===== config.mk =====
export PLATFORM = sky130hd
export DESIGN_NAME = fdd_ctrl_fifo_flat
export DESIGN_NICKNAME = d
export VERILOG_FILES = /design/src/rtl/fdd_pkg.sv /design/src/rtl/fdd_ctrl_fifo_if.sv /design/src/rtl/fdd_word_fifo.sv /design/src/rtl/fdd_ctrl_fifo.sv /design/src/flat_wrapper.sv
export SDC_FILE = /design/constraint.sdc
export NUM_CORES = 1
export LEC_CHECK = 0
export BUFFER_PORTS_ARGS = -buffer_cell sky130_fd_sc_hd__buf_2
export CAP_MARGIN = 0
export CORE_ASPECT_RATIO = 0.9
export CORE_MARGIN = 8
export CORE_UTILIZATION = 49
export CTS_CLUSTER_SIZE = 10
export DETAILED_ROUTE_END_ITERATION = 12
export GPL_TIMING_DRIVEN = 0
export MAX_ROUTING_LAYER = met4
export PLACE_DENSITY = 0.75
export SYNTH_ARGS = -nofsm -noshare
export SYNTH_HDL_FRONTEND = slang
export SYNTH_HIERARCHICAL = 1
export SYNTH_SLANG_ARGS = --single-unit

===== constraint.sdc =====
create_clock -name ppu_vm_clk_p -period 4.7 [get_ports ppu_vm_clk_p]
set_input_delay 0.47 -clock ppu_vm_clk_p [delete_from_list [all_inputs] [get_ports ppu_vm_clk_p]]
set_output_delay 0.47 -clock ppu_vm_clk_p [all_outputs]
set_load 0.03 [all_outputs]

===== src/rtl/fdd_pkg.sv =====
// Shared constants for the floppy controller register block: register offsets,
// CSR/status bit positions and the ID version nibble.
package fdd_pkg;

  localparam logic [1:0] REG_CSR   = 2'd0;
  localparam logic [1:0] REG_DATA  = 2'd1;
  localparam logic [1:0] REG_FSTAT = 2'd2;
  localparam logic [1:0] REG_ID    = 2'd3;

  // CSR write fields
  localparam int unsigned CSR_MOTOR     = 4;
  localparam int unsigned CSR_HEAD      = 5;
  localparam int unsigned CSR_DIR       = 6;
  localparam int unsigned CSR_STEP      = 7;
  localparam int unsigned CSR_FIND_SYNC = 8;
  localparam int unsigned CSR_WR_MODE   = 9;
  localparam int unsigned CSR_DRV_EN    = 10;
  localparam int unsigned CSR_IRQ_EN    = 11;

  // CSR read status fields
  localparam int unsigned ST_TR0    = 0;
  localparam int unsigned ST_RDY    = 1;
  localparam int unsigned ST_WPR    = 2;
  localparam int unsigned ST_TR     = 7;
  localparam int unsigned ST_IRQ_EN = 11;
  localparam int unsigned ST_UDR    = 12;
  localparam int unsigned ST_OVR    = 13;
  localparam int unsigned ST_CRC_OK = 14;
  localparam int unsigned ST_IND    = 15;

  // FSTAT write fields
  localparam int unsigned FST_FLUSH_RX  = 0;
  localparam int unsigned FST_FLUSH_TX  = 1;
  localparam int unsigned FST_CLR_FLAGS = 2;

  localparam logic [3:0] ID_VERSION = 4'h2;

endpackage


===== src/rtl/fdd_ctrl_fifo_if.sv =====
// Wishbone slave bus bundle for the floppy controller register block.
interface fdd_ctrl_fifo_if;
  logic [16:0] adr;
  logic [15:0] dat_w;
  logic [15:0] dat_r;
  logic        cyc;
  logic        stb;
  logic        wre;
  logic        ack;

  modport master (output adr, dat_w, cyc, stb, wre, input dat_r, ack);
  modport slave  (input adr, dat_w, cyc, stb, wre, output dat_r, ack);
endinterface


===== src/rtl/fdd_word_fifo.sv =====
// Synchronous word FIFO with flush; head word is visible on rdata while non-empty.
module fdd_word_fifo #(
  parameter int unsigned WIDTH = 16,
  parameter int unsigned DEPTH = 16,
  localparam int unsigned AW    = (DEPTH > 1) ? $clog2(DEPTH) : 1,
  localparam int unsigned CNT_W = AW + 1
) (
  input  logic             clk,
  input  logic             rst,
  input  logic             push,
  input  logic [WIDTH-1:0] wdata,
  input  logic             pop,
  input  logic             flush,
  output logic [WIDTH-1:0] rdata,
  output logic             full,
  output logic             empty,
  output logic [CNT_W-1:0] count
);

  logic [WIDTH-1:0] mem [DEPTH];
  logic [AW-1:0]    wr_ptr_q, rd_ptr_q;
  logic [CNT_W-1:0] count_q;
  logic             do_push, do_pop;

  assign empty   = (count_q == '0);
  assign full    = (count_q == CNT_W'(DEPTH));
  assign do_pop  = pop & ~empty;
  // A push into a full FIFO is accepted only when a pop frees a slot in the same cycle
  assign do_push = push & (~full | do_pop);
  assign rdata   = mem[rd_ptr_q];
  assign count   = count_q;

  always_ff @(posedge clk) begin
    if (rst || flush) begin
      wr_ptr_q <= '0;
      rd_ptr_q <= '0;
      count_q  <= '0;
    end else begin
      if (do_push) wr_ptr_q <= wr_ptr_q + AW'(1);
      if (do_pop)  rd_ptr_q <= rd_ptr_q + AW'(1);
      count_q <= count_q + CNT_W'(do_push) - CNT_W'(do_pop);
    end
  end

  always_ff @(posedge clk) begin
    if (do_push) mem[wr_ptr_q] <= wdata;
  end

endmodule


===== src/rtl/fdd_ctrl_fifo.sv =====
// Floppy controller register block with RX/TX word FIFOs on a Wishbone slave.
// Define FDD_IRQ_EN to add the irq output and the CSR irq_en bit.
module fdd_ctrl_fifo
  import fdd_pkg::*;
#(
  parameter int unsigned NUM_DRIVES  = 4,
  parameter int unsigned FIFO_DEPTH  = 16,
  parameter logic [15:0] BASE_ADR    = 16'o177130,
  parameter int unsigned STEP_CYCLES = 8,
  localparam int unsigned DRV_W = (NUM_DRIVES > 1) ? $clog2(NUM_DRIVES) : 1,
  localparam int unsigned CNT_W = $clog2(FIFO_DEPTH) + 1
) (
  input  logic                  ppu_vm_clk_p,
  input  logic                  ppu_vm_init_i,
  fdd_ctrl_fifo_if.slave        bus,
  input  logic [15:0]           data_in,
  input  logic                  valid,
  output logic [15:0]           data_out,
  output logic                  write,
  input  logic                  wr_req,
  output logic [DRV_W-1:0]      drive,
  output logic                  motor,
  output logic                  head,
  output logic                  dir,
  output logic                  step,
  input  logic                  sync,
  input  logic                  crc_ok,
  input  logic                  rdy,
  input  logic                  tr0,
  input  logic                  ind,
  input  logic [NUM_DRIVES-1:0] wrprt_dsk
`ifdef FDD_IRQ_EN
  ,
  output logic                  irq
`endif
);

  localparam int unsigned STEP_W     = $clog2(STEP_CYCLES + 1);
  localparam logic [3:0]  ID_DRIVES  = 4'(NUM_DRIVES);
  localparam logic [7:0]  ID_FLOG    = 8'($clog2(FIFO_DEPTH));

  logic              ack_q, write_q, motor_q, head_q, dir_q, wr_mode_q;
  logic              find_sync_q, ovr_q, udr_q, old_valid_q;
  logic [15:0]       dat_q, data_out_q, rd_data, csr_rd;
  logic [DRV_W-1:0]  drive_q;
  logic [STEP_W-1:0] step_cnt_q;

  logic [1:0] sel;
  logic       hit, req, wr_acc, rd_acc;
  logic       csr_wr, data_wr, data_rd, fstat_wr;
  logic       tr, drive_ok, wpr, rdy_m, ovr_set, udr_set, clr_flags;

  logic             rx_push, rx_flush, rx_full, rx_empty;
  logic             tx_pop, tx_flush, tx_full, tx_empty;
  logic [15:0]      rx_rdata, tx_rdata;
  logic [CNT_W-1:0] rx_count, tx_count;

  logic unused_adr;
  assign unused_adr = ^{bus.adr[16], bus.adr[0]};

  assign sel      = bus.adr[2:1];
  assign hit      = (bus.adr[15:3] == BASE_ADR[15:3]);
  assign req      = bus.cyc & bus.stb & hit & ~ack_q;
  assign wr_acc   = req & bus.wre;
  assign rd_acc   = req & ~bus.wre;
  assign csr_wr   = wr_acc & (sel == REG_CSR);
  assign data_wr  = wr_acc & (sel == REG_DATA);
  assign data_rd  = rd_acc & (sel == REG_DATA);
  assign fstat_wr = wr_acc & (sel == REG_FSTAT);

  assign rx_push   = valid & ~old_valid_q;
  assign rx_flush  = fstat_wr & bus.dat_w[FST_FLUSH_RX];
  assign tx_flush  = fstat_wr & bus.dat_w[FST_FLUSH_TX];
  assign clr_flags = fstat_wr & bus.dat_w[FST_CLR_FLAGS];
  assign tx_pop    = wr_req & ~tx_empty;

  // Dropped words: a full FIFO whose pop side does not free a slot this cycle
  assign ovr_set = (rx_push & rx_full & ~data_rd & ~rx_flush) | (data_wr & tx_full & ~tx_pop);
  assign udr_set = wr_req & tx_empty;

  fdd_word_fifo #(.WIDTH(16), .DEPTH(FIFO_DEPTH)) u_rx_fifo (
    .clk   (ppu_vm_clk_p),
    .rst   (ppu_vm_init_i),
    .push  (rx_push),
    .wdata (data_in),
    .pop   (data_rd),
    .flush (rx_flush),
    .rdata (rx_rdata),
    .full  (rx_full),
    .empty (rx_empty),
    .count (rx_count)
  );

  fdd_word_fifo #(.WIDTH(16), .DEPTH(FIFO_DEPTH)) u_tx_fifo (
    .clk   (ppu_vm_clk_p),
    .rst   (ppu_vm_init_i),
    .push  (data_wr),
    .wdata (bus.dat_w),
    .pop   (tx_pop),
    .flush (tx_flush),
    .rdata (tx_rdata),
    .full  (tx_full),
    .empty (tx_empty),
    .count (tx_count)
  );

  assign tr       = ~rx_empty | (wr_mode_q & ~tx_full);
  assign drive_ok = (32'(drive_q) < NUM_DRIVES);
  assign wpr      = drive_ok ? wrprt_dsk[drive_q] : 1'b1;
  assign rdy_m    = rdy & drive_ok;

`ifdef FDD_IRQ_EN
  logic irq_en_q, irq_q;
  assign irq = irq_q;

  always_ff @(posedge ppu_vm_clk_p) begin
    if (ppu_vm_init_i) begin
      irq_en_q <= 1'b0;
      irq_q    <= 1'b0;
    end else begin
      if (csr_wr) irq_en_q <= bus.dat_w[CSR_IRQ_EN];
      irq_q <= irq_en_q & (tr | ovr_q | udr_q);
    end
  end
`endif

  always_comb begin
    csr_rd = '0;
    if (!find_sync_q) begin
      csr_rd[ST_IND]    = ind;
      csr_rd[ST_CRC_OK] = crc_ok;
      csr_rd[ST_OVR]    = ovr_q;
      csr_rd[ST_UDR]    = udr_q;
      csr_rd[ST_TR]     = tr;
      csr_rd[ST_WPR]    = wpr;
      csr_rd[ST_RDY]    = rdy_m;
      csr_rd[ST_TR0]    = tr0;
`ifdef FDD_IRQ_EN
      csr_rd[ST_IRQ_EN] = irq_en_q;
`endif
    end
  end

  always_comb begin
    rd_data = '0;
    unique case (sel)
      REG_CSR:   rd_data = csr_rd;
      REG_DATA:  rd_data = rx_empty ? 16'h0000 : rx_rdata;
      REG_FSTAT: rd_data = {8'(rx_count), 8'(tx_count)};
      REG_ID:    rd_data = {ID_VERSION, ID_DRIVES, ID_FLOG};
      default:   rd_data = '0;
    endcase
  end

  always_ff @(posedge ppu_vm_clk_p) begin
    if (ppu_vm_init_i) begin
      ack_q       <= 1'b0;
      dat_q       <= '0;
      write_q     <= 1'b0;
      data_out_q  <= '0;
      drive_q     <= '0;
      motor_q     <= 1'b0;
      head_q      <= 1'b0;
      dir_q       <= 1'b0;
      wr_mode_q   <= 1'b0;
      find_sync_q <= 1'b0;
      ovr_q       <= 1'b0;
      udr_q       <= 1'b0;
      old_valid_q <= 1'b0;
      step_cnt_q  <= '0;
    end else begin
      ack_q       <= req;
      dat_q       <= rd_acc ? rd_data : 16'h0000;
      old_valid_q <= valid;
      write_q     <= tx_pop;
      if (tx_pop) data_out_q <= tx_rdata;

      // Sticky flags: a new event in the clearing cycle survives the clear
      ovr_q <= (ovr_q & ~clr_flags) | ovr_set;
      udr_q <= (udr_q & ~clr_flags) | udr_set;

      if (csr_wr) begin
        drive_q   <= bus.dat_w[CSR_DRV_EN] ? ~bus.dat_w[DRV_W-1:0] : '0;
        motor_q   <= bus.dat_w[CSR_MOTOR];
        head_q    <= bus.dat_w[CSR_HEAD];
        dir_q     <= bus.dat_w[CSR_DIR];
        wr_mode_q <= bus.dat_w[CSR_WR_MODE];
      end

      if (csr_wr && bus.dat_w[CSR_FIND_SYNC]) find_sync_q <= ~sync;
      else if (sync)                          find_sync_q <= 1'b0;

      // Step pulse is not retriggerable while the counter runs
      if (step_cnt_q != '0)                        step_cnt_q <= step_cnt_q - STEP_W'(1);
      else if (csr_wr && bus.dat_w[CSR_STEP])      step_cnt_q <= STEP_W'(STEP_CYCLES);
    end
  end

  assign bus.ack   = ack_q;
  assign bus.dat_r = dat_q;
  assign data_out  = data_out_q;
  assign write     = write_q;
  assign drive     = drive_q;
  assign motor     = motor_q;
  assign head      = head_q;
  assign dir       = dir_q;
  assign step      = (step_cnt_q != '0);

endmodule

===== src/flat_wrapper.sv =====
// flat-port wrapper written by rule: the top's interface ports become plain ports
module fdd_ctrl_fifo_flat import fdd_pkg::*;
#(
  parameter int unsigned NUM_DRIVES  = 4,
  parameter int unsigned FIFO_DEPTH  = 16,
  parameter logic [15:0] BASE_ADR    = 16'o177130,
  parameter int unsigned STEP_CYCLES = 8,
  localparam int unsigned DRV_W = (NUM_DRIVES > 1) ? $clog2(NUM_DRIVES) : 1,
  localparam int unsigned CNT_W = $clog2(FIFO_DEPTH) + 1
)
  (ppu_vm_clk_p, ppu_vm_init_i, data_in, valid, data_out, write, wr_req, drive, motor, head, dir, step, sync, crc_ok, rdy, tr0, ind, wrprt_dsk, bus_adr, bus_dat_w, bus_cyc, bus_stb, bus_wre, bus_dat_r, bus_ack);
  fdd_ctrl_fifo_if bus_i ();
  input  logic ppu_vm_clk_p;
  input  logic ppu_vm_init_i;
  input  logic [15:0] data_in;
  input  logic valid;
  output logic [15:0] data_out;
  output logic write;
  input  logic wr_req;
  output logic [DRV_W-1:0] drive;
  output logic motor;
  output logic head;
  output logic dir;
  output logic step;
  input  logic sync;
  input  logic crc_ok;
  input  logic rdy;
  input  logic tr0;
  input  logic ind;
  input  logic [NUM_DRIVES-1:0] wrprt_dsk;
  input wire logic [$bits(bus_i.adr)-1:0] bus_adr;
  input wire logic [$bits(bus_i.dat_w)-1:0] bus_dat_w;
  input wire logic [$bits(bus_i.cyc)-1:0] bus_cyc;
  input wire logic [$bits(bus_i.stb)-1:0] bus_stb;
  input wire logic [$bits(bus_i.wre)-1:0] bus_wre;
  output wire logic [$bits(bus_i.dat_r)-1:0] bus_dat_r;
  output wire logic [$bits(bus_i.ack)-1:0] bus_ack;
  assign bus_i.adr = bus_adr;
  assign bus_i.dat_w = bus_dat_w;
  assign bus_i.cyc = bus_cyc;
  assign bus_i.stb = bus_stb;
  assign bus_i.wre = bus_wre;
  assign bus_dat_r = bus_i.dat_r;
  assign bus_ack = bus_i.ack;
  fdd_ctrl_fifo #(.NUM_DRIVES(NUM_DRIVES), .FIFO_DEPTH(FIFO_DEPTH), .BASE_ADR(BASE_ADR), .STEP_CYCLES(STEP_CYCLES)) u_core (.ppu_vm_clk_p(ppu_vm_clk_p), .ppu_vm_init_i(ppu_vm_init_i), .bus(bus_i), .data_in(data_in), .valid(valid), .data_out(data_out), .write(write), .wr_req(wr_req), .drive(drive), .motor(motor), .head(head), .dir(dir), .step(step), .sync(sync), .crc_ok(crc_ok), .rdy(rdy), .tr0(tr0), .ind(ind), .wrprt_dsk(wrprt_dsk));
endmodule

# Word-level counts from Yosys, hierarchy flattened
# Memories as Yosys holds them, arrays and structs flattened. A register that Yosys moved wholly into a read port is not among the register bits.
# Index checks and enable logic that the tools add are counted.
# Widths: inputs -> output; s select.
# word_totals
output_inout_bits	40
inputBits	65
ramBits	512
mem_count	2
word_cells	113
regBits	58
# mem_list
name	depth	word_bits	read_ports	rd_ports_with_merged_regs	write_ports	line	rtl
u_core.u_rx_fifo.mem	16	16	1	1	1	fdd_word_fifo.sv:20	logic [WIDTH-1:0] mem [DEPTH];
u_core.u_tx_fifo.mem	16	16	1	1	1	fdd_word_fifo.sv:20	
# classes
n_bitwise	47
n_addsub	9
eq_ne	6
n_reduce_logical	11
magnitude_cmp	1
n_mux	18
# ops
op	count
$pmux 16 s4	1
$and 1x1->1	27
$mux 4	5
$add 4x1->4 const B	4
$mux 16	1
$eq 13x13->1 const B	1
$not 1->1	13
$add 5x1->5	2
$eq 5x5->1 const B	2
$logic_not 5->1	2
$sub 5x1->5	2
$mux 1	8
$or 1x1->1	6
$eq 2x2->1 const B	2
$reduce_bool 2->1	2
$reduce_bool 4->1	1
$sub 4x1->4 const B	1
$lt 2x3->1 const B	1
$mux 3	1
$bmux 1 s2	1
$eq 2x1->1 const B	1
$logic_and 1x1->1	2
$logic_not 2->1	1
$logic_or 1x1->1	2
3 further kinds	3

# Longest topological paths before layout
# Gate-level depths: netlist of the first run.
# depth
ltp_word	10
mapped_depth	18

# Cells and area by module
# Netlist of the first run, hierarchy kept.
# modules_own_cells
module	area_each_um2	n_inst	cells_each	seq_area_each_um2
fdd_word_fifo	10612.7	2	507	8027.7
fdd_ctrl_fifo	1921.8	1	229	960.9

# Worst setup path before layout of the first run
# No wires, ideal clock.
# synth_timing
path_kind	input to register
startpoint	input bus_adr[8]
endpoint	memory u_core.u_rx_fifo.mem[7][0] (enable)
n_path_buf	2
setup_slack_ns	0.291
required_ns	4.264
arrival_time_ns	3.972
setup_time_ns	0.436
cell_stages	7
cell_sequence	nand4bb_1 > or4_1 > buf_2 > clkbuf_1 > nor3_1 > o41ai_4 > nor4b_1
# synth_via
elab_chain_len	10
# synth_lines
element	line	rtl
start: declaration	flat_wrapper.sv:31	input wire logic [$bits(bus_i.adr)-1:0] bus_adr;
$eq 13x13->1	fdd_ctrl_fifo.sv:62	assign hit = (bus.adr[15:3] == BASE_ADR[15:3]);
$and 1x1->1 (2 in a row)	fdd_ctrl_fifo.sv:63	assign req = bus.cyc & bus.stb & hit & ~ack_q;
$and 1x1->1	fdd_ctrl_fifo.sv:65	assign rd_acc = req & ~bus.wre;
$and 1x1->1	fdd_ctrl_fifo.sv:68	assign data_rd = rd_acc & (sel == REG_DATA);
named net u_core.data_rd	fdd_ctrl_fifo.sv:50	logic csr_wr, data_wr, data_rd, fstat_wr;
$and 1x1->1	fdd_word_fifo.sv:27	assign do_pop = pop & ~empty;
$or 1x1->1	fdd_word_fifo.sv:29	assign do_push = push & (~full | do_pop);
$and 1x1->1	fdd_word_fifo.sv:29	
$mux 1	fdd_word_fifo.sv:46	if (do_push) mem[wr_ptr_q] <= wdata;
$mux 1 (implied by the code)	fdd_word_fifo.sv:46	
end: declaration	fdd_word_fifo.sv:20	
# The timed path passes the listed nets, and every way through them passes these cells.

# Worst setup path after layout of the first run
# layout_timing
startpoint	register u_core.u_tx_fifo.count_q[3] (netlist: u_core/u_tx_fifo/count[3])
endpoint	register u_core.u_tx_fifo.count_q[4] (netlist: u_core/u_tx_fifo/count[4])
# layout_via
elab_chain_len	8
elab_cells_between_ends	10
classes_between	add/sub (2); eq/ne (1); bitwise (6); reduce/logical (1)
# layout_lines
element	line	rtl
start: declaration	fdd_word_fifo.sv:22	logic [CNT_W-1:0] count_q;
start signal: assignment	fdd_word_fifo.sv:41	count_q <= count_q + CNT_W'(do_push) - CNT_W'(do_pop);
$logic_not 5->1 (*)	fdd_word_fifo.sv:25	assign empty = (count_q == '0);
named net u_core.tx_empty	fdd_ctrl_fifo.sv:54	logic tx_pop, tx_flush, tx_full, tx_empty;
$not 1->1 (*)	fdd_ctrl_fifo.sv:75	assign tx_pop = wr_req & ~tx_empty;
$and 1x1->1 (*)	fdd_ctrl_fifo.sv:75	
named net u_core.tx_pop	fdd_ctrl_fifo.sv:54	
$and 1x1->1 (*)	fdd_word_fifo.sv:27	
$or 1x1->1	fdd_word_fifo.sv:29	
$and 1x1->1	fdd_word_fifo.sv:29	
$add 5x1->5	fdd_word_fifo.sv:41	
$sub 5x1->5 (*)	fdd_word_fifo.sv:41	
# Mark *: on every way through the listed nets, which the timed path passes. The rest lies on a longest branch.
# A chain may end at the register's enable or synchronous reset.

==> out/metrics.cfg, run 1 <==
[global_routing]
antenna_found_initial=2
grt_max_degree=20
grt-ovfl-total=0
grt_pass1_vias=12800
grt.total_usage_pct=19.7
grt_pass1_wl_um=79100

[cells_and_area]
layoutNonFillerInstCount=2101
syn2layout_area_growth_pct=15.7
fin_nets=1527
final_layout_size_suffix_gt1_share_pct=25.2
fin_util_pct=57.4
fillCellCount=3309

[sta]
finalSetupTns_ps=0
setup_viol=0
slew_viol_final=0
relSlewSlack_pct=29.7
hold_viol_final=0
worst_slew_pin_slew_ps=1050
fin_crit_sh_pct=93.5
post-route-min-period_ps=4400
rsz0062_at_grt=no
timing.fmax_ghz=0.228
clock_skew_ps=16.2

[clock_network]
cts.path.max_buffers=3
cts_root_buf=clkbuf_16
cts_buffers=69
cts_sinks=594
clk_pin_slew_ps=60
cts_tree=done
clk_latency_ps=590
htreeDepth=3
cts_hold_buf=0

[placed_design]
dpl.hpwl_um=33900
gp_congestion=0.857
dp.cells=1983
port_buffers=102

[routing]
drt_wl_total_um=52700
ant_nets=0
drt-wirelength-per-cell_um=25.1
dr.first_iter.drc_count=1396
dr_total_vias=12700
drtPass1Iterations=6
viasPerCell=6.05
drc=0

[setup_path]
cp-start-kind=flop
worst-path-buf-inv=6
crit_type=flop to flop
crit_path_start=u_core/u_tx_fifo/count[3]$_SDFF_PP0_
critPathArrivalTime_ps=4910
cp_slowest_stage_delay_ps=500
cp-end-kind=flop
path_delay_family=simple AND/OR/NAND/NOR gates
crit_chain=inv_1 -> ha_1 -> or4b_4 -> inv_1 -> nand2b_2 -> clkinvlp_4 -> buf_2 -> o41ai_4 -> buf_2 -> ha_1 -> inv_1 -> ha_1 -> fa_1 -> a21oi_1 -> nor2_1 -> or3_1 -> a21oi_1
r2r_start=u_core/u_tx_fifo/count[3]$_SDFF_PP0_
crit_fanout=14
required_ps=5210
slowest_stage=or4b_4

[floorplan]
initial_core_util_pct=49.6
dieArea_mm2=0.0545
num_rows=75
fp.dieH_um=222
coreArea_mm2=0.0466
ios=105
die_x_um=245

[synth]
synth_cells=1243
synth.avg_cell_area_um2=18.6
synth_top_area_cell=edfxtp_1
synth_area_leaders=edfxtp_1 (66%), mux4_2 (11%), dfxtp_1 (7.1%)
ys_warn_count=6
synthTopCellsByCount=edfxtp_1 (512), mux4_2 (109), nand2_1 (84), dfxtp_1 (82), a22oi_1 (74)
synth_edf_count=512
netlist.area_leader.share_pct=66.4
synth_fp_nets=1332
synth.most_common_cell=edfxtp_1
synth_seq_cells=594
yosys.cell_types.count=49
yosysSeqAreaShare_pct=73.5
async_flop_share_pct=0
synth_ff_type=edfxtp_1
syn-cell-area_mm2=0.0231

[power]
leakage_nw=8.87
total_power_mw=12.1
powerDensity_mw_per_mm2=453
ir_drop_mv=0.354

[hold_path]
hold_start=sync
hp-class=input pin to flop

[flow_run]
cap_violations=0

[run_status]
outcome=finished, final reports clean

-- state kept, by name, summed over array words and instances (netlist names), 5 cells and up, named ones only --
name                    count
u_core/bus.dat_r           16
u_core/data_out            16
u_core/u_rx_fifo/count      5
u_core/u_rx_fifo/mem      256
u_core/u_tx_fifo/count      5
u_core/u_tx_fifo/mem      256
-- cells in the final DEF, fill, tap and decap left out, types with 6 or more instances in the layout --
cell type	Yosys	final
mux4_2	109	109
a22oi_1	74	74
xnor2_1	6	6
xor2_1	8	8
mux4_1	20	20
and3_1	13	13
nor2_2	0	8
nand2_1	84	84
buf_2	12	115
or3_1	7	7
dfxtp_1	82	82
dlygate4sd1_1	6	6
clkbuf_1	24	62
nand3_1	24	24
nor3_2	0	7
inv_1	22	22
buf_8	0	7
a21oi_1	42	42
nor3_1	15	8
nor2b_1	10	10
nor2_1	49	41
buf_6	9	15
buf_4	8	17
edfxtp_1	512	512
and2_1	15	15
o21ai_0	18	18
ha_1	22	22
clkbuf_16	0	69
-- worst register-to-register path, stage by stage (launching register included) --
cell and delay (ps):
dfxtp_1 350, inv_1 90, ha_1 170, or4b_4 510, inv_1 90, nand2b_2 320
clkinvlp_4 310, buf_2 310, o41ai_4 290, buf_2 340, ha_1 180, inv_1 40
ha_1 200, fa_1 440, a21oi_1 160, nor2_1 60, or3_1 340, a21oi_1 140
-- layer usage --
| layer | GRT usage, % | wire (um) |
|---|---|---|
| met2 | 32.6 | 26900 |
| met3 | 3.83 | 4200 |
| met5 | - | 0 |
| met1 | 24.8 | 20400 |
| met4 | 5.15 | 1220 |
-- cell families after synthesis --
group,count (synthesis),synth area share [%]
compound gates,149,4.38
xor+xnor,14,0.530
fa+ha+maj,24,1.36
buf+inv,90,2.22
flops,594,73.5
mux,129,12.9
simple gates,243,5.12
-- report_power, final --
part           total, mW  internal [mW]  switching, mW
logic               1.39          0.578          0.809
registers           5.94           5.85         0.0867
clock network       4.81           2.80           2.00
total               12.1           9.23           2.90
-- layout make-up --
class                           count  area (um^2)  share of cell area [%]
Clock buffer                      108         1870                    6.99
Inverter                           23         90.1                   0.336
Antenna cell                        2         5.00                  0.0187
Clock inverter                      8          133                   0.495
Timing Repair Buffer              125          778                    2.90
Multi-Input combinational cell    559         5700                    21.3
Buffer                             66          424                    1.58
Sequential cell                   594        17000                    63.5
Tap cell                          616          771                    2.88
-- metrics by stage --
step | cell area (um^2) | hold slack [ps] | worst slack [ps]
after global placement | 24400 | 441 | -1680
after detailed placement | 24800 | 448 | -623
after CTS | 26800 | 39.7 | 18.3
after floorplan | 23100 | 449 | 291
after global routing | 26800 | 44.7 | 106
final | 26800 | 55.4 | 305
-- what timing repair did --
action,in CTS,in global routing
setup buffers,1,0
endpoints found under the setup margin,4,2
resized for setup,1,3
pin swaps,1,0
endpoints found under the hold margin,0,0
gates cloned,0,0
-- worst paths after layout --
check	slack, ps	depth (start not counted)	endpoint
max	300	17	u_core/u_tx_fifo/count[4]$_SDFF_PP0_
max reg2reg	300	17	u_core/u_tx_fifo/count[4]$_SDFF_PP0_
min reg2reg	460	2	u_core/data_out[8]$_SDFFE_PP0P_
min	60	2	u_core/find_sync_q$_SDFFE_PP0P_
No activity file was read; power rests on OpenSTA's default activity.
==> run 2: changes to the inputs <==
--- a/config.mk
+++ b/config.mk
@@ -17,5 +17,4 @@
 export PLACE_DENSITY = 0.75
 export SYNTH_ARGS = -nofsm -noshare
 export SYNTH_HDL_FRONTEND = slang
-export SYNTH_HIERARCHICAL = 1
 export SYNTH_SLANG_ARGS = --single-unit
==> constraint.sdc (replaced) <==
create_clock -name ppu_vm_clk_p -period 4.7 [get_ports ppu_vm_clk_p]
set_input_delay 0.94 -clock ppu_vm_clk_p [delete_from_list [all_inputs] [get_ports ppu_vm_clk_p]]
set_output_delay 0.94 -clock ppu_vm_clk_p [all_outputs]
set_load 0.03 [all_outputs]
==> run 2 against run 1 <==
Against the previous run: count of clock-buffer cells in the layout is 9 lower; area after synthesis hardly changed; non-clock buffer count is 30 higher; hold slack better by 430 ps; die area hardly changed; global-route usage is 0.92 points higher; final cell count is 1.6% higher; maximum frequency is 10% higher; via count is 3.4% higher; routed wire length is 5.1% higher.
==> out/metrics.cfg, run 2 <==
[floorplan]
num_rows=75  ; unchanged
ios=105  ; unchanged
dieArea_mm2=0.0545  ; about the same
die_x_um=245  ; about the same
initial_core_util_pct=49.7  ; was 49.6%
fp.dieH_um=222  ; about the same
coreArea_mm2=0.0466  ; unchanged

[synth]
yosys.cell_types.count=61  ; was 49
ys_warn_count=0  ; was 6
synth_top_area_cell=edfxtp_1  ; unchanged
yosysSeqAreaShare_pct=73.1  ; was 73.5%
syn-cell-area_mm2=0.0232  ; was 0.0231 mm^2
async_flop_share_pct=0  ; unchanged
synth_edf_count=512  ; unchanged
netlist.area_leader.share_pct=66.4  ; about the same
synth_top_family_by_area=multiplexers  ; unchanged
synth_compound_area_share_pct=4.90  ; was 4.38%
synth.avg_cell_area_um2=18.4  ; was 18.6 um^2
synthSimpleGateAreaFrac_pct=4.69  ; was 5.12%
synthAdderAreaFrac_pct=1.36  ; about the same
synth_cells=1259  ; was 1243
synth_ff_type=edfxtp_1  ; unchanged
synth.area.mux_share_pct=13.5  ; was 12.9%
synth_seq_cells=590  ; was 594
synth_area_leaders=edfxtp_1 (66%), mux4_2 (11%), dfxtp_1 (6.7%)  ; was edfxtp_1 (66%), mux4_2 (11%), dfxtp_1 (7.1%)
synthTopCellsByCount=edfxtp_1 (512), mux4_2 (115), dfxtp_1 (78), nor2_1 (60), mux2i_1 (53)  ; was edfxtp_1 (512), mux4_2 (109), nand2_1 (84), dfxtp_1 (82), a22oi_1 (74)
synth.most_common_cell=edfxtp_1  ; unchanged
synth_xor_xnor_area_share_pct=0.340  ; was 0.530%
synth_fp_nets=1348  ; was 1332

[clock_network]
cts_hold_buf=0  ; unchanged
cts.path.max_buffers=3  ; unchanged
clk_latency_ps=590  ; about the same
clk_pin_slew_ps=50  ; was 60 ps
cts_resized=0  ; was 1
htreeDepth=3  ; unchanged
cts_sinks=590  ; was 594
cts_setup_buffers=0  ; was 1
cts_tree=done  ; unchanged
cts_buffers=69  ; unchanged
cts_root_buf=clkbuf_16  ; unchanged

[setup_path]
reg2reg_slack_ps=720  ; was 300 ps
critPathArrivalTime_ps=4490  ; was 4910 ps
required_ps=5210  ; about the same
crit_chain=inv_1 -> ha_1 -> or4b_2 -> clkbuf_1 -> nand2_1 -> o41ai_4 -> inv_2 -> buf_6 -> ha_1 -> inv_1 -> ha_1 -> fa_1 -> a21oi_1 -> nor2_1 -> or3_1 -> a21oi_1  ; was inv_1 -> ha_1 -> or4b_4 -> inv_1 -> nand2b_2 -> clkinvlp_4 -> buf_2 -> o41ai_4 -> buf_2 -> ha_1 -> inv_1 -> ha_1 -> fa_1 -> a21oi_1 -> nor2_1 -> or3_1 -> a21oi_1
cpMostUsedCell=ha_1
r2r_start=u_core.u_rx_fifo.count[2]$_SDFF_PP0_  ; was u_core/u_tx_fifo/count[3]$_SDFF_PP0_
path_delay_family=adder cells  ; was simple AND/OR/NAND/NOR gates
r2r-end=u_core.u_rx_fifo.count[4]$_SDFF_PP0_  ; was u_core/u_tx_fifo/count[4]$_SDFF_PP0_
cp-end-kind=flop  ; unchanged
worst-path-buf-inv=5  ; was 6
crit_fanout=10  ; was 14
crit_type=flop to flop  ; unchanged
worstRegToRegCells=16  ; was 17
cp-start-kind=flop  ; unchanged
slowest_stage=o41ai_4  ; was or4b_4
cp_slowest_stage_delay_ps=510  ; was 500 ps

[cells_and_area]
fin_util_pct=58.2  ; was 57.4%
final_common_cell=edfxtp_1  ; unchanged
syn2layout_area_growth_pct=17.1  ; was 15.7%
fin_nets=1570  ; was 1527
layoutNonFillerInstCount=2135  ; was 2101
top_regs=u_core.u_rx_fifo.mem: 256 flops, u_core.u_tx_fifo.mem: 256 flops  ; was u_core/u_rx_fifo/mem: 256 flops, u_core/u_tx_fifo/mem: 256 flops
fillCellCount=3298  ; was 3309
final_layout_size_suffix_gt1_share_pct=27.1  ; was 25.2%
layout_common_cells=edfxtp_1 (512), mux4_2 (115), buf_2 (112)  ; was edfxtp_1 (512), buf_2 (115), mux4_2 (109)

[global_routing]
busiest_layer=met2  ; unchanged
grt_pass1_wl_um=82200  ; was 79100 um
antenna_found_initial=3  ; was 2
grt-ovfl-total=0  ; unchanged
use_met1_pct=27.9  ; was 24.8%
grt_pass1_vias=13500  ; was 12800
grt.total_usage_pct=20.6  ; was 19.7%
grt.met2_usage_pct=30.2  ; was 32.6%
grt_max_degree=21  ; was 20
grt_util_met3_pct=4.80  ; was 3.83%

[sta]
setup_viol=0  ; unchanged
worst_slew_pin_slew_ps=1380  ; was 1050 ps
post-route-min-period_ps=3980  ; was 4400 ps
clock_skew_ps=26.0  ; was 16.2 ps
hold_viol_final=0  ; unchanged
timing.fmax_ghz=0.251  ; was 0.228 GHz
relSlewSlack_pct=7.06  ; was 29.7%
rsz0062_at_grt=no  ; unchanged
slew_viol_final=0  ; unchanged
fin_crit_sh_pct=84.7  ; was 93.5%

[routing]
drc=0  ; unchanged
dr.first_iter.drc_count=1515  ; was 1396
viasPerCell=6.15  ; was 6.05
drt_wl_total_um=55400  ; was 52700 um
drtPass1Iterations=6  ; unchanged
ant_nets=0  ; unchanged
dr_total_vias=13100  ; was 12700
drt-wirelength-per-cell_um=25.9  ; was 25.1 um

[hold_path]
whs_endpoint=u_core.data_out[11]$_SDFFE_PP0P_  ; was u_core/find_sync_q$_SDFFE_PP0P_
hold_start=u_core.data_out[11]$_SDFFE_PP0P_  ; was sync
min_path_cells=1  ; was 2
hp-class=flop to flop  ; was input pin to flop

[placed_design]
port_buffers=100  ; was 102
gp_congestion=0.861  ; was 0.857
dpl.hpwl_um=37700  ; was 33900 um
dp.cells=2026  ; was 1983

[power]
powerDensity_mw_per_mm2=456  ; was 453 mW/mm^2
ir_drop_mv=0.281  ; was 0.354 mV
leakage_nw=8.95  ; was 8.87 nW

[run_status]
outcome=finished, final reports clean  ; unchanged

[flow_run]
cap_violations=0  ; unchanged

run 2: worst max path at each step:
stage          cells after the start                                    end                                 start  slack [ps]
6_report                          16   u_core.u_rx_fifo.count[4]$_SDFF_PP0_  u_core.u_rx_fifo.count[2]$_SDFF_PP0_         720
5_1_grt                           16   u_core.u_rx_fifo.count[4]$_SDFF_PP0_  u_core.u_rx_fifo.count[2]$_SDFF_PP0_         530
4_1_cts                            6  u_core.u_tx_fifo.mem[2][11]$_DFFE_PP_                            bus_adr[7]         770
3_5_place_dp                       6  u_core.u_tx_fifo.mem[2][14]$_DFFE_PP_                            bus_adr[7]         250
3_3_place_gp                       6  u_core.u_rx_fifo.mem[0][15]$_DFFE_PP_                            bus_adr[8]       -1750
2_1_floorplan                      5   u_core.u_rx_fifo.mem[0][0]$_DFFE_PP_                            bus_adr[8]         540
run 2: through the flow:
step | hold WS, ps | worst slack, ps | instance area, um^2 | TNS [ps] | total power [mW]
floorplan | 450 | 545 | 23200 | 0 | 7.17
global placement | 463 | -1750 | 24400 | -290510 | 7.63
detailed placement | 469 | 252 | 25200 | 0 | 7.71
CTS | 481 | 772 | 27100 | 0 | 12.4
global route | 489 | 533 | 27100 | 0 | 12.8
finish | 482 | 718 | 27100 | 0 | 12.4
run 2: logic make-up (layout without fill, tap and decap cells):
family | after synthesis | after routing
AOI/OAI and AO/OA | 157 | 157
xor gates and xnor gates | 9 | 9
adders and majority gates | 24 | 24
buffers and inverters | 115 | 372
DFF | 590 | 590
muxes | 168 | 168
other | 0 | 3
and+or+nand+nor | 196 | 196
run 2: area by class of cell:
type | instances | area [um^2] | area share, %
Timing Repair Buffer | 151 | 1090 | 4.02
Antenna cell | 3 | 7.51 | 0.0277
Sequential cell | 590 | 16900 | 62.4
Buffer | 70 | 325 | 1.20
Multi-Input combinational cell | 554 | 5880 | 21.7
Tap cell | 616 | 771 | 2.84
Clock inverter | 7 | 92.6 | 0.341
Clock buffer | 99 | 1860 | 6.86
Inverter | 45 | 169 | 0.623
run 2: routing by layer:
| layer | up-vias | part of all wire [%] |
|---|---|---|
| met1 | 6712 | 42 |
| met3 | 122 | 9.1 |
| met5 | - | 0 |
| met4 | 0 | 3.0 |
| met2 | 754 | 46 |
| li1 | 5550 | - |
run 2: where the power goes:
| part | switching (mW) | leakage [nW] | internal (mW) |
|---|---|---|---|
| combinational | 1.00 | 2.77 | 0.720 |
| clock | 1.96 | 0.942 | 2.79 |
| sequential | 0.0785 | 5.24 | 5.82 |
| total | 3.04 | 8.95 | 9.33 |
